$ cat config.mk
export PLATFORM = sky130hd
export DESIGN_NAME = flash_read_arbiter
export DESIGN_NICKNAME = d
export VERILOG_FILES = /design/src/rtl/flash_arb_pkg.sv /design/src/rtl/spi_shift_engine.sv /design/src/rtl/flash_read_arbiter.sv
export SDC_FILE = /design/constraint.sdc
export NUM_CORES = 1
export LEC_CHECK = 0
export BUFFER_PORTS_ARGS = -buffer_cell sky130_fd_sc_hd__buf_2
export CORE_MARGIN = 2
export CORE_UTILIZATION = 53
export DETAILED_ROUTE_END_ITERATION = 6
export PLACE_DENSITY = 0.73
export SETUP_SLACK_MARGIN = 0.05
export SYNTH_ARGS = -nofsm -noshare
export SYNTH_HDL_FRONTEND = slang
export SYNTH_HIERARCHICAL = 1
export SYNTH_SLANG_ARGS = --single-unit
$ cat constraint.sdc
create_clock -name clk -period 3 [get_ports clk]
set_input_delay 0.15 -clock clk [delete_from_list [all_inputs] [get_ports clk]]
set_output_delay 0.15 -clock clk [all_outputs]
set_load 0.01 [all_outputs]
$ cat src/rtl/flash_arb_pkg.sv
// Shared types and constants for the two-port SPI flash read arbiter.
// Holds state encoding, SPI command bytes, bit counts and requester ids.
package flash_arb_pkg;

  typedef enum logic [2:0] {
    ST_INIT,
    ST_IDLE,
    ST_CMD,
    ST_ADDR,
    ST_DUMMY,
    ST_DATA,
    ST_DESELECT
  } state_t;

  localparam logic [7:0] CMD_READ      = 8'h03;
  localparam logic [7:0] CMD_FAST_READ = 8'h0B;

  localparam logic [5:0] CMD_BITS   = 6'd8;
  localparam logic [5:0] ADDR_BITS  = 6'd24;
  localparam logic [5:0] DUMMY_BITS = 6'd8;
  localparam logic [5:0] DATA_BITS  = 6'd8;

  localparam logic REQ_CPU  = 1'b0;
  localparam logic REQ_TEXT = 1'b1;

  // A length field of zero encodes a full 64-byte burst.
  function automatic logic [6:0] burst_bytes(input logic [5:0] len);
    return (len == 6'd0) ? 7'd64 : {1'b0, len};
  endfunction

endpackage

$ cat src/rtl/spi_shift_engine.sv
// SPI mode-0 bit-cell shifter: 2 clk per bit, MSB-first, up to 32 bits per load.
// done is high during the last sample cycle so the next segment can start seamlessly.
module spi_shift_engine (
  input  logic        clk,
  input  logic        rst,
  input  logic        start,
  input  logic [31:0] load,
  input  logic [5:0]  bits,
  input  logic        miso,
  output logic        sck,
  output logic        mosi,
  output logic        done,
  output logic [7:0]  rx_byte
);

  logic        active;
  logic        phase;
  logic [5:0]  bits_left;
  logic [31:0] tx_sr;
  logic [6:0]  rx_sr;

  // NOTE: non-blocking assignments so every flop samples pre-edge values.
  always_ff @(posedge clk) begin
    if (rst) begin
      active    <= 1'b0;
      phase     <= 1'b0;
      bits_left <= 6'd0;
      tx_sr     <= 32'd0;
      rx_sr     <= 7'd0;
    end else if (start) begin
      active    <= 1'b1;
      phase     <= 1'b0;
      bits_left <= bits;
      tx_sr     <= load;
    end else if (active) begin
      if (!phase) begin
        phase <= 1'b1;
      end else begin
        phase     <= 1'b0;
        tx_sr     <= {tx_sr[30:0], 1'b0};
        rx_sr     <= {rx_sr[5:0], miso};
        bits_left <= bits_left - 6'd1;
        if (bits_left == 6'd1) active <= 1'b0;
      end
    end
  end

  assign sck  = active & phase;
  assign mosi = active & tx_sr[31];
  assign done = active & phase & (bits_left == 6'd1);
  // Final bit is taken straight from the pin so the byte is usable on its sample edge.
  assign rx_byte = {rx_sr, miso};

endmodule

$ cat src/rtl/flash_read_arbiter.sv
// Round-robin arbiter sharing one SPI flash between CPU fetch (port 0) and text fetch (port 1).
// Define FLASH_ARB_FAST_READ_EN to use command 0x0B with one dummy byte after the address.
module flash_read_arbiter
  import flash_arb_pkg::*;
#(
  parameter int STARTUP_WAIT   = 10000000,
  parameter int CS_HIGH_CYCLES = 4
) (
  input  logic        clk,
  input  logic        rst,
  input  logic [1:0]  req,
  input  logic [23:0] addr0,
  input  logic [23:0] addr1,
  input  logic [5:0]  len0,
  input  logic [5:0]  len1,
  output logic [1:0]  ack,
  output logic [7:0]  rd_data,
  output logic [1:0]  rd_valid,
  output logic [1:0]  done,
  output logic        busy,
  output logic        flash_clk,
  output logic        flash_cs,
  output logic        flash_MOSI,
  input  logic        flash_MISO
);

`ifdef FLASH_ARB_FAST_READ_EN
  localparam logic [7:0] READ_CMD  = CMD_FAST_READ;
  localparam logic       HAS_DUMMY = 1'b1;
`else
  localparam logic [7:0] READ_CMD  = CMD_READ;
  localparam logic       HAS_DUMMY = 1'b0;
`endif

  state_t      state, state_nx;
  logic [31:0] wait_cnt;
  logic [23:0] addr_q;
  logic [6:0]  bytes_left;
  logic        id_q;
  logic        last_grant;
  logic        grant_id;
  logic        last_byte;

  logic        eng_start;
  logic [31:0] eng_load;
  logic [5:0]  eng_bits;
  logic        eng_done;
  logic [7:0]  eng_rx;

  assign last_byte = (bytes_left == 7'd1);

  // On a conflict the requester that did not win last time goes first.
  always_comb begin
    grant_id = REQ_CPU;
    if (req == 2'b11)       grant_id = ~last_grant;
    else if (req[REQ_TEXT]) grant_id = REQ_TEXT;
  end

  always_ff @(posedge clk) begin
    if (rst) state <= ST_INIT;
    else     state <= state_nx;
  end

  // NOTE: every always_comb output gets a default first so no latch is inferred.
  always_comb begin
    state_nx = state;
    unique case (state)
      ST_INIT:     if (wait_cnt == 32'(STARTUP_WAIT - 1)) state_nx = ST_IDLE;
      ST_IDLE:     if (req != 2'b00) state_nx = ST_CMD;
      ST_CMD:      if (eng_done) state_nx = ST_ADDR;
      ST_ADDR:     if (eng_done) state_nx = HAS_DUMMY ? ST_DUMMY : ST_DATA;
      ST_DUMMY:    if (eng_done) state_nx = ST_DATA;
      ST_DATA:     if (eng_done && last_byte) state_nx = ST_DESELECT;
      ST_DESELECT: if (wait_cnt == 32'd0) state_nx = ST_IDLE;
      default:     state_nx = ST_INIT;
    endcase
  end

  // Each segment is chained into the engine on the last sample cycle of the previous one.
  always_comb begin
    eng_start = 1'b0;
    eng_load  = 32'd0;
    eng_bits  = DATA_BITS;
    flash_cs  = 1'b1;
    busy      = (state != ST_IDLE);
    case (state)
      ST_IDLE: begin
        if (req != 2'b00) begin
          eng_start = 1'b1;
          eng_load  = {READ_CMD, 24'h000000};
          eng_bits  = CMD_BITS;
        end
      end
      ST_CMD: begin
        flash_cs = 1'b0;
        if (eng_done) begin
          eng_start = 1'b1;
          eng_load  = {addr_q, 8'h00};
          eng_bits  = ADDR_BITS;
        end
      end
      ST_ADDR: begin
        flash_cs = 1'b0;
        if (eng_done) begin
          eng_start = 1'b1;
          eng_bits  = HAS_DUMMY ? DUMMY_BITS : DATA_BITS;
        end
      end
      ST_DUMMY: begin
        flash_cs = 1'b0;
        eng_start = eng_done;
      end
      ST_DATA: begin
        flash_cs  = 1'b0;
        eng_start = eng_done && !last_byte;
      end
      default: ;
    endcase
  end

  always_ff @(posedge clk) begin
    if (rst) begin
      ack        <= 2'b00;
      rd_valid   <= 2'b00;
      done       <= 2'b00;
      rd_data    <= 8'h00;
      addr_q     <= 24'h000000;
      bytes_left <= 7'd0;
      id_q       <= REQ_CPU;
      last_grant <= REQ_TEXT;
      wait_cnt   <= 32'd0;
    end else begin
      ack      <= 2'b00;
      rd_valid <= 2'b00;
      done     <= 2'b00;

      case (state)
        ST_INIT:     wait_cnt <= wait_cnt + 32'd1;
        ST_DESELECT: wait_cnt <= wait_cnt - 32'd1;
        default:     wait_cnt <= 32'(CS_HIGH_CYCLES - 1);
      endcase

      if (state == ST_IDLE && req != 2'b00) begin
        ack[grant_id] <= 1'b1;
        id_q          <= grant_id;
        last_grant    <= grant_id;
        addr_q        <= grant_id ? addr1 : addr0;
        bytes_left    <= burst_bytes(grant_id ? len1 : len0);
      end

      if (state == ST_DATA && eng_done) begin
        rd_data        <= eng_rx;
        rd_valid[id_q] <= 1'b1;
        bytes_left     <= bytes_left - 7'd1;
        if (last_byte) done[id_q] <= 1'b1;
      end
    end
  end

  spi_shift_engine u_engine (
    .clk     (clk),
    .rst     (rst),
    .start   (eng_start),
    .load    (eng_load),
    .bits    (eng_bits),
    .miso    (flash_MISO),
    .sck     (flash_clk),
    .mosi    (flash_MOSI),
    .done    (eng_done),
    .rx_byte (eng_rx)
  );

endmodule

; After elaboration in Yosys (flattened, before gate mapping)
; Cells that the tools add are included.
[word_totals]
ff_bits = 129
latchBits = 0
ram_bits = 0
rom_bits = 0
in_bits = 65
out_inout_bits = 18
elab_cells = 111
n_memories = 0
[op_classes]
addsub = 4
mul = 0
div_mod_pow = 0
order_cmp = 4
n_eq_ne = 17
n_shift = 0
muxes = 39
bitwise = 8
reduce_logical = 24
[op_table]
columns = operator, count
row1 = 32-bit 2-to-1 mux, 4
row2 = 32-bit case mux with 2 select lines, 2
row3 = 32-bit by 1-bit adder with 32-bit output (second input constant), 1
row4 = 32-bit by 24-bit equality test with 1-bit output (second input constant), 1
row5 = 32-bit logical NOT, 1
row6 = 32-bit by 1-bit subtractor with 32-bit output (second input constant), 1
row7 = 26-bit 2-to-1 mux, 1
row8 = 24-bit 2-to-1 mux, 1
row9 = 6-bit 2-to-1 mux, 4
row10 = 7-bit 2-to-1 mux, 3
row11 = 3-bit 2-to-1 mux, 6
row12 = 3-bit case mux with 6 select lines, 1
row13 = 1-bit 2-to-1 mux, 12
row14 = 5-bit 2-to-1 mux, 2
row15 = 2-bit != test (second input constant), 5
row16 = 2-bit OR reduction, 5
row17 = 3-bit equality test (second input constant), 3
row18 = 2-bit nonzero test, 4
row19 = 7-bit by 1-bit equality test with 1-bit output (second input constant), 1
row20 = 7-bit by 1-bit subtractor with 7-bit output (second input constant), 1
row21 = 3-bit by 2-bit equality test with 1-bit output (second input constant), 2
row22 = 6-bit by 1-bit equality test with 1-bit output (second input constant), 1
row23 = 1-bit logical AND, 6
row24 = 6-bit logical NOT, 1
row25 = other kinds (18), 27

; Longest topological paths before layout
; Gate-level depths: netlist (run 1).
[logic_depth]
word_depth = 7
depth_mapped = 13
mapped_depth_nobuf = 10

; Cells and area by module
; The synthesis (run 1) kept the hierarchy.
[by_module_without_submodules]
columns = mod, n_inst, cells_each, area_per_inst_um2, seq_area_each_um2
row1 = flash_read_arbiter, 1, 657, 4984.8, 1641.6
row2 = spi_shift_engine, 1, 256, 2094.5, 940.9

; Worst setup path before layout (run 1)
; Ideal clock, no wire load.
[synth_timing]
kind = register to register
start = register state[0]
end = register wait_cnt[30]
setup_ns = 0.131
t_arrival_ns = 3.010
required_ns = 2.869
slack_ns = -0.141
stages_incl_launch_ff = 14
path_buffers = 4
synth_period_minus_slack_ns = 3.141
path_cell_list = dfxtp_1 buf_2 nand3b_2 buf_2 buf_2 buf_1 xnor2_1 ha_1 nand4_1 nor4_1 a21oi_1 a211o_1 o311ai_1 o41ai_1
[synth_via]
elab_chain_len = 2
word_cells_on_any_way = 3
cone_classes = 1 x eq/ne / 1 x mux / 1 x reduce/logical
[synth_lines]
columns = item, line_no
row1 = "start, declared", flash_read_arbiter.sv:35  ; state_t state, state_nx;
row2 = "start signal, assigned", flash_read_arbiter.sv:61  ; else state <= state_nx;
row3 = 3-bit equality test / 3-bit logical NOT (equally long branches), flash_read_arbiter.sv:137  ; case (state)
row4 = 32-bit case mux with 2 select lines *, flash_read_arbiter.sv:137
row5 = "end signal, assigned", flash_read_arbiter.sv:138  ; ST_INIT: wait_cnt <= wait_cnt + 32'd1;
row6 = "end signal, assigned", flash_read_arbiter.sv:139  ; ST_DESELECT: wait_cnt <= wait_cnt - 32'd1;
row7 = "end signal, assigned", flash_read_arbiter.sv:140  ; default: wait_cnt <= 32'(CS_HIGH_CYCLES - 1);
row8 = "end, declared", flash_read_arbiter.sv:36  ; logic [31:0] wait_cnt;
; Every way passes the cells marked *; elsewhere a longest branch is shown, timed or not.
; A chain may end at the register's enable or synchronous reset.

; Worst setup path after layout (run 1)
[layout_timing]
start = register state[1]
end = register wait_cnt[23]
; Same word-level chain as after synthesis.

==> run metrics, run 1 <==
status=finished, final reports clean; number of enable flip-flop cells after synthesis=0; Max-slew headroom=0.355; htree depth=4; first-pass GRT wire length=28700 um; Longest Clk Path Bufs=2; First-pass DRT Iterations=5; clock network power share=0.520; via density per instance=5.83; Post-Synthesis Cells=913; # Post-CTS Setup Buffers=0; RSZ-0062 raised after global routing=no; Via Count=6707; top_reg_cell synth=dfxtp_1; crit-path max FO=13; Seq cells post-synth=129; Port Buffer Count=82; Leakage=3.16 nW; Resize count post-CTS=0; Register Area=2580 um^2; Clock Skew=0.0107 ns; GRT overflow=0; Sw Share=0.224; clock slew at reported path FFs=0.06 ns; CP max stage cell=and3b_1; fin crit share=0.887; DR iter-0 viols=772; final setup fails=0; worst setup path class=flop to flop; antenna cells=0; clock sink total=129; post-DP HPWL=11400 um; layout cells sized above 1=0.151; Setup TNS Final=0 ns; CTS tree=built; CP dominant cell by count=mux2i_1; cell area after synthesis=7080 um^2; Min Hold Slack=0.0599 ns; f_max=376 MHz; Boundary Pins=83; Core Area=13100 um^2; initial antenna violation count=0; Initial Util=0.539; largest net degree at the start of global routing=99; CP max stage delay=0.57 ns; Total GRT Usage=0.243; P_int=3.06 mW; synthesized area per cell=7.75 um^2; Arrival @ worst endpoint=3.00 ns; CP Data Required Time=3.34 ns; WP buf/inv=0; Hold Path Class=input pin to flop; GP Congestion=0.968; fin crit period=2.66 ns; CP cell instances=and3b_1, nand2_1, o22ai_1, nand3_1, mux2i_1, mux2i_1; vias in the first global route=5897; Num CTS Buffers=17; power per standard cell area=480 nW/um^2; Fin. Hold Viols=0; FP Rows=42; async set-reset flop share out of synthesis=0; DRC Markers=0; clock root buffer=clkbuf_16; Die Wd=120 um; Critical Path Start Type=flop; number of library cell types mapped by synthesis=66; register area share after synthesis=0.365; wire per inst=14.9 um; synth warn=6; area growth from synthesis to layout=16.2%; final net count=1033; Die Height=120 um; Multi-input gate area=4190 um^2; Crit path max-delay family=simple AND/OR/NAND/NOR gates; Core Util, Final=0.626; Routed WL=17200 um; Flop pwr share=0.437; ANT nets after route=0; Tightest Pin Transition=0.960 ns; Slew Limit Fails=0; Max rail drop VDD=0.000510 V; Worst setup EP type=flop; die footprint=14300 um^2; Logic pwr share=0.043; clk_lat worst skew=0.41 ns; max_cap viols=0; Layout fillers=1200; Switch Pwr=0.885 mW
[cell families (layout without fill, tap and decap cells)]
family | after synthesis | after routing | share of synthesized area
other cells | 2 | 13 | 0.00106
fa+ha+maj | 5 | 5 | 0.00884
mux | 49 | 49 | 0.0693
compound gates | 168 | 168 | 0.165
xor+xnor | 26 | 26 | 0.0322
buf+inv | 97 | 148 | 0.0569
flops | 129 | 129 | 0.365
simple gates | 437 | 437 | 0.302
[worst register-to-register path: stages, from the launching register on]
cell and delay [ns]:
dfxtp_1 0.56, and3b_1 0.57, nand2_1 0.21, o22ai_1 0.47, nand3_1 0.31, mux2i_1 0.27, mux2i_1 0.20
[per-stage QoR]
step	power, mW	worst slack, ns	cells	cell area [um^2]
after floorplan	1.86	0.0689	924	7150
after global placement	1.93	0.424	1119	7630
after detailed placement	1.93	0.411	1119	7630
after CTS	3.97	0.380	1151	8230
after global routing	4.06	0.108	1151	8230
final	3.95	0.339	1151	8230
[Yosys cell counts (6+ instances only)]
| cell type | count | share of area |
|---|---|---|
| o22ai_1 | 8 | 0.0071 |
| or3_1 | 7 | 0.0062 |
| nor2_1 | 132 | 0.070 |
| a31oi_1 | 10 | 0.0088 |
| mux2i_1 | 49 | 0.069 |
| nand2_1 | 88 | 0.047 |
| buf_2 | 16 | 0.011 |
| nand2b_1 | 9 | 0.0080 |
| and2_1 | 24 | 0.021 |
| xnor2_1 | 15 | 0.019 |
| nand3_1 | 62 | 0.044 |
| a211oi_1 | 28 | 0.030 |
| inv_1 | 13 | 0.0069 |
| o21ai_0 | 13 | 0.0092 |
| nor3_1 | 34 | 0.024 |
| dfxtp_1 | 129 | 0.36 |
| and3_1 | 14 | 0.012 |
| a311oi_1 | 34 | 0.042 |
| nand4_1 | 11 | 0.0097 |
| a21oi_1 | 44 | 0.031 |
| buf_1 | 6 | 0.0032 |
| xor2_1 | 11 | 0.014 |
| clkbuf_1 | 58 | 0.031 |
| nor4_1 | 19 | 0.017 |
| or4_1 | 11 | 0.012 |
[flip-flops by register name (all words and copies together), names as in the netlist, 2 cells and up]
name                count
u_engine/rx_sr          7
rd_data                 8
ack                     2
addr_q                 24
u_engine/bits_left      6
wait_cnt               32
u_engine/tx_sr         32
done                    2
rd_valid                2
state                   3
bytes_left              7
[final timing paths]
check	startpoint	end	slack, ns	depth (start not counted)
min reg2reg	rd_data[6]$_SDFFE_PP0P_	rd_data[6]$_SDFFE_PP0P_	0.46	2
min	req[1]	last_grant$_SDFFE_PP1P_	0.06	3
max	state[1]$_SDFFE_PP0P_	wait_cnt[23]$_SDFF_PP0_	0.34	6
max reg2reg	state[1]$_SDFFE_PP0P_	wait_cnt[23]$_SDFF_PP0_	0.34	6
[layout by cell type, fill, tap and decap left out, types with 5 or more instances in the layout]
master / n
a31oi_1: 10
nor2_1: 131
nand2b_1: 9
and3_1: 14
clkbuf_16: 17
xnor2_1: 15
a21oi_1: 44
o22ai_1: 8
or3_1: 7
nor3b_1: 5
nor4_1: 18
nand4_1: 11
nand2_1: 88
nor3_1: 33
buf_4: 18
a211oi_1: 28
nand3_1: 62
a311oi_1: 34
or4_1: 10
inv_1: 13
and2_1: 24
conb_1: 13
xor2_1: 11
dfxtp_1: 129
o21ai_0: 12
mux2i_1: 49
buf_2: 82
[final cells by class]
class | instances | area share
Sequential cell | 129 | 0.314
Tap cell | 176 | 0.0268
Multi-Input combinational cell | 698 | 0.509
Timing Repair Buffer | 103 | 0.0724
Clock buffer | 20 | 0.0555
Clock inverter | 11 | 0.0160
Inverter | 14 | 0.00639
[what timing repair did]
item / CTS / global route
endpoints found under the hold margin: 1 / 0
setup endpoints to repair: 0 / 0
hold buffers: 1 / 0
[layer usage]
layer	part of all wire	global-route usage
met5	0	0
met2	0.43	0.356
met1	0.48	0.358
met3	0.073	0.0556
met4	0.015	0.0647
[power by group through the flow]
stage          logic [mW]  registers, mW  clock network [mW]
2_1_floorplan       0.102           1.76                   0
3_3_place_gp        0.167           1.76                   0
3_5_place_dp        0.168           1.76                   0
4_1_cts             0.169           1.72                2.08
5_1_grt             0.190           1.72                2.15
6_report            0.170           1.72                2.05
Power figures use the tool's default switching activity.
==> inputs of run 2 (changes only) <==
Settings changed: PLACE_DENSITY 0.73 to 0.74.
==> run metrics, run 2 (same netlist as run 1, synthesis figures left out) <==
area growth from synthesis to layout=16.5% (was 16.2%); Post-Layout Cell Count=1154 (was 1151); clock sink total=129 (unchanged); GR Util met2=0.378 (was 0.356); via density per instance=5.92 (was 5.83); power per standard cell area=484 nW/um^2 (was 480 nW/um^2); Max-slew headroom=0.482 (was 0.355); Setup TNS Final=0 ns (unchanged); RSZ-0062 raised after global routing=no (unchanged); # Post-CTS Setup Buffers=0 (unchanged); CP Data Required Time=3.30 ns (was 3.34 ns); Hold Path Class=input pin to flop (unchanged); Flop pwr share=0.432 (was 0.437); Core Area=13100 um^2 (unchanged); top flop regs=u_engine/tx_sr x32, wait_cnt x32, addr_q x24 (unchanged); Die Wd=120 um (unchanged); Placed Cells=1121 (was 1119); R2R cell count=9 (was 6); met3 Track Usage GR=0.0756 (was 0.0556); CP max stage cell=dfxtp_1 (was and3b_1); CP cell instances=nand3b_4, xnor2_1, ha_2, nand4_1, nor4_2, a21oi_1, a211o_1, o311ai_1, o41ai_1 (was and3b_1, nand2_1, o22ai_1, nand3_1, mux2i_1, mux2i_1); wire per inst=15.3 um (was 14.9 um); DRC Markers=0 (unchanged); Final WS setup=0.385 ns (was 0.339 ns); clock slew at reported path FFs=0.06 ns (about the same); htree depth=4 (unchanged); Longest Clk Path Bufs=2 (unchanged); post-place setup slack=0.356 ns (was 0.411 ns); Core Util, Final=0.628 (was 0.626); final setup fails=0 (unchanged); initial antenna violation count=0 (unchanged); P_int=3.07 mW (was 3.06 mW); final net count=1035 (was 1033); Total GRT Usage=0.253 (was 0.243); Switch Pwr=0.924 mW (was 0.885 mW); Num CTS Buffers=17 (unchanged); Die Height=120 um (unchanged); max_cap viols=0 (unchanged); fin crit share=0.872 (was 0.887); Routed WL=17600 um (was 17200 um); largest net degree at the start of global routing=73 (was 99); Initial Util=0.539 (unchanged); busiest grt layer=met2 (was met1); First-pass DRT Iterations=5 (unchanged); Port Buffer Count=82 (unchanged); post-DP HPWL=11700 um (was 11400 um); layout cells sized above 1=0.156 (was 0.151); Layout fillers=1157 (was 1200); status=finished, final reports clean (unchanged); GRT overflow=0 (unchanged); commonest non-fill, non-tap cells in the layout=131 x nor2_1, 127 x dfxtp_1, 88 x nand2_1 (was 131 x nor2_1, 129 x dfxtp_1, 88 x nand2_1); Tightest Pin Transition=0.770 ns (was 0.960 ns); Max rail drop VDD=0.000394 V (was 0.000510 V); clk_lat worst skew=0.42 ns (was 0.41 ns); clock root buffer=clkbuf_16 (unchanged); hold path depth=3 (unchanged); vias in the first global route=6203 (was 5897); Leakage=3.17 nW (was 3.16 nW); worst setup path class=flop to flop (unchanged); Boundary Pins=83 (unchanged); Via Count=6828 (was 6707); f_max=382 MHz (was 376 MHz); Worst setup EP type=flop (unchanged); GP Congestion=0.926 (was 0.968); die footprint=14300 um^2 (unchanged); most common cell after layout, fill and taps aside=nor2_1 (unchanged); first-pass GRT wire length=29700 um (was 28700 um); Slew Limit Fails=0 (unchanged); CTS tree=built (unchanged); crit-path max FO=8 (was 13); ANT nets after route=0 (unchanged); clock network power share=0.525 (was 0.520); FP Rows=42 (unchanged); Arrival @ worst endpoint=2.91 ns (was 3.00 ns); Fin. Hold Viols=0 (unchanged); antenna cells=0 (unchanged); fin crit period=2.61 ns (was 2.66 ns); Critical Path Start Type=flop (unchanged); Logic pwr share=0.043 (about the same); CP max stage delay=0.49 ns (was 0.57 ns); grt met1 use=0.357 (was 0.358); Clock Skew=0.00752 ns (was 0.0107 ns); Sw Share=0.231 (was 0.224); DR iter-0 viols=769 (was 772)
==> run 2: changes by cell type in the layout (fill, tap and decap cells not counted), sizes merged <==
cell,before,now
clkbuf,20,19
clkinvlp,3,5
clkinv,4,1
inv,16,19
buf,102,104
==> run 2: cell type report <==
cell class                      count  area [um^2]  share of cell area
Tap cell                          176          220              0.0267
Sequential cell                   129         2580               0.313
Clock buffer                       19          453              0.0549
Multi-Input combinational cell    698         4190               0.508
Clock inverter                     13          149              0.0181
Timing Repair Buffer              105          601              0.0728
Inverter                           14         52.6             0.00637
==> run 2: metal layers <==
layer  up-vias  part of all wire  wire [um]
met3        26             0.081       1420
met2       286              0.44       7760
met5         -                 0          0
met1      3127              0.46       8190
li1       3389                 -          -
met4         0             0.014        244
==> run 2: through the flow <==
step	cell area [um^2]	hold slack, ns	power (mW)
2_1_floorplan	7150	0.294	1.86
3_3_place_gp	7630	0.404	1.93
3_5_place_dp	7630	0.407	1.93
4_1_cts	8240	0.0357	4.02
5_1_grt	8250	0.0602	4.12
6_report	8250	0.0445	3.99
==> run 2: critical path: cells and delay by family (launching register included) <==
kind	cells	cell delay (ns)
xor gates and xnor gates	1	0.17
and+or+nand+nor	3	0.66
AOI/OAI and AO/OA	4	0.88
adders and majority gates	1	0.29
DFF	1	0.49
==> run 2: path summary, 6_finish.rpt <==
kind,from,endpoint,slack [ns]
worst max register to register,state[2]$_SDFFE_PP0P_,wait_cnt[30]$_SDFF_PP0_,0.39
worst min-delay path,req[1],last_grant$_SDFFE_PP1P_,0.04
worst min register to register,rd_data[6]$_SDFFE_PP0P_,rd_data[6]$_SDFFE_PP0P_,0.46
worst max-delay path,state[2]$_SDFFE_PP0P_,wait_cnt[30]$_SDFF_PP0_,0.39
==> run 2: repair_timing <==
item                       in CTS  in global routing
hold endpoints to repair        2                  0
hold buffers                    1                  0
gates resized for setup         0                  2
setup endpoints to repair       0                  1
==> run 2: power by group through the flow <==
stage	registers, mW	clock network (mW)	logic, mW
floorplan	1.76	0	0.102
global placement	1.76	0	0.166
detailed placement	1.76	0	0.167
CTS	1.72	2.13	0.170
global route	1.72	2.21	0.192
finish	1.72	2.10	0.171
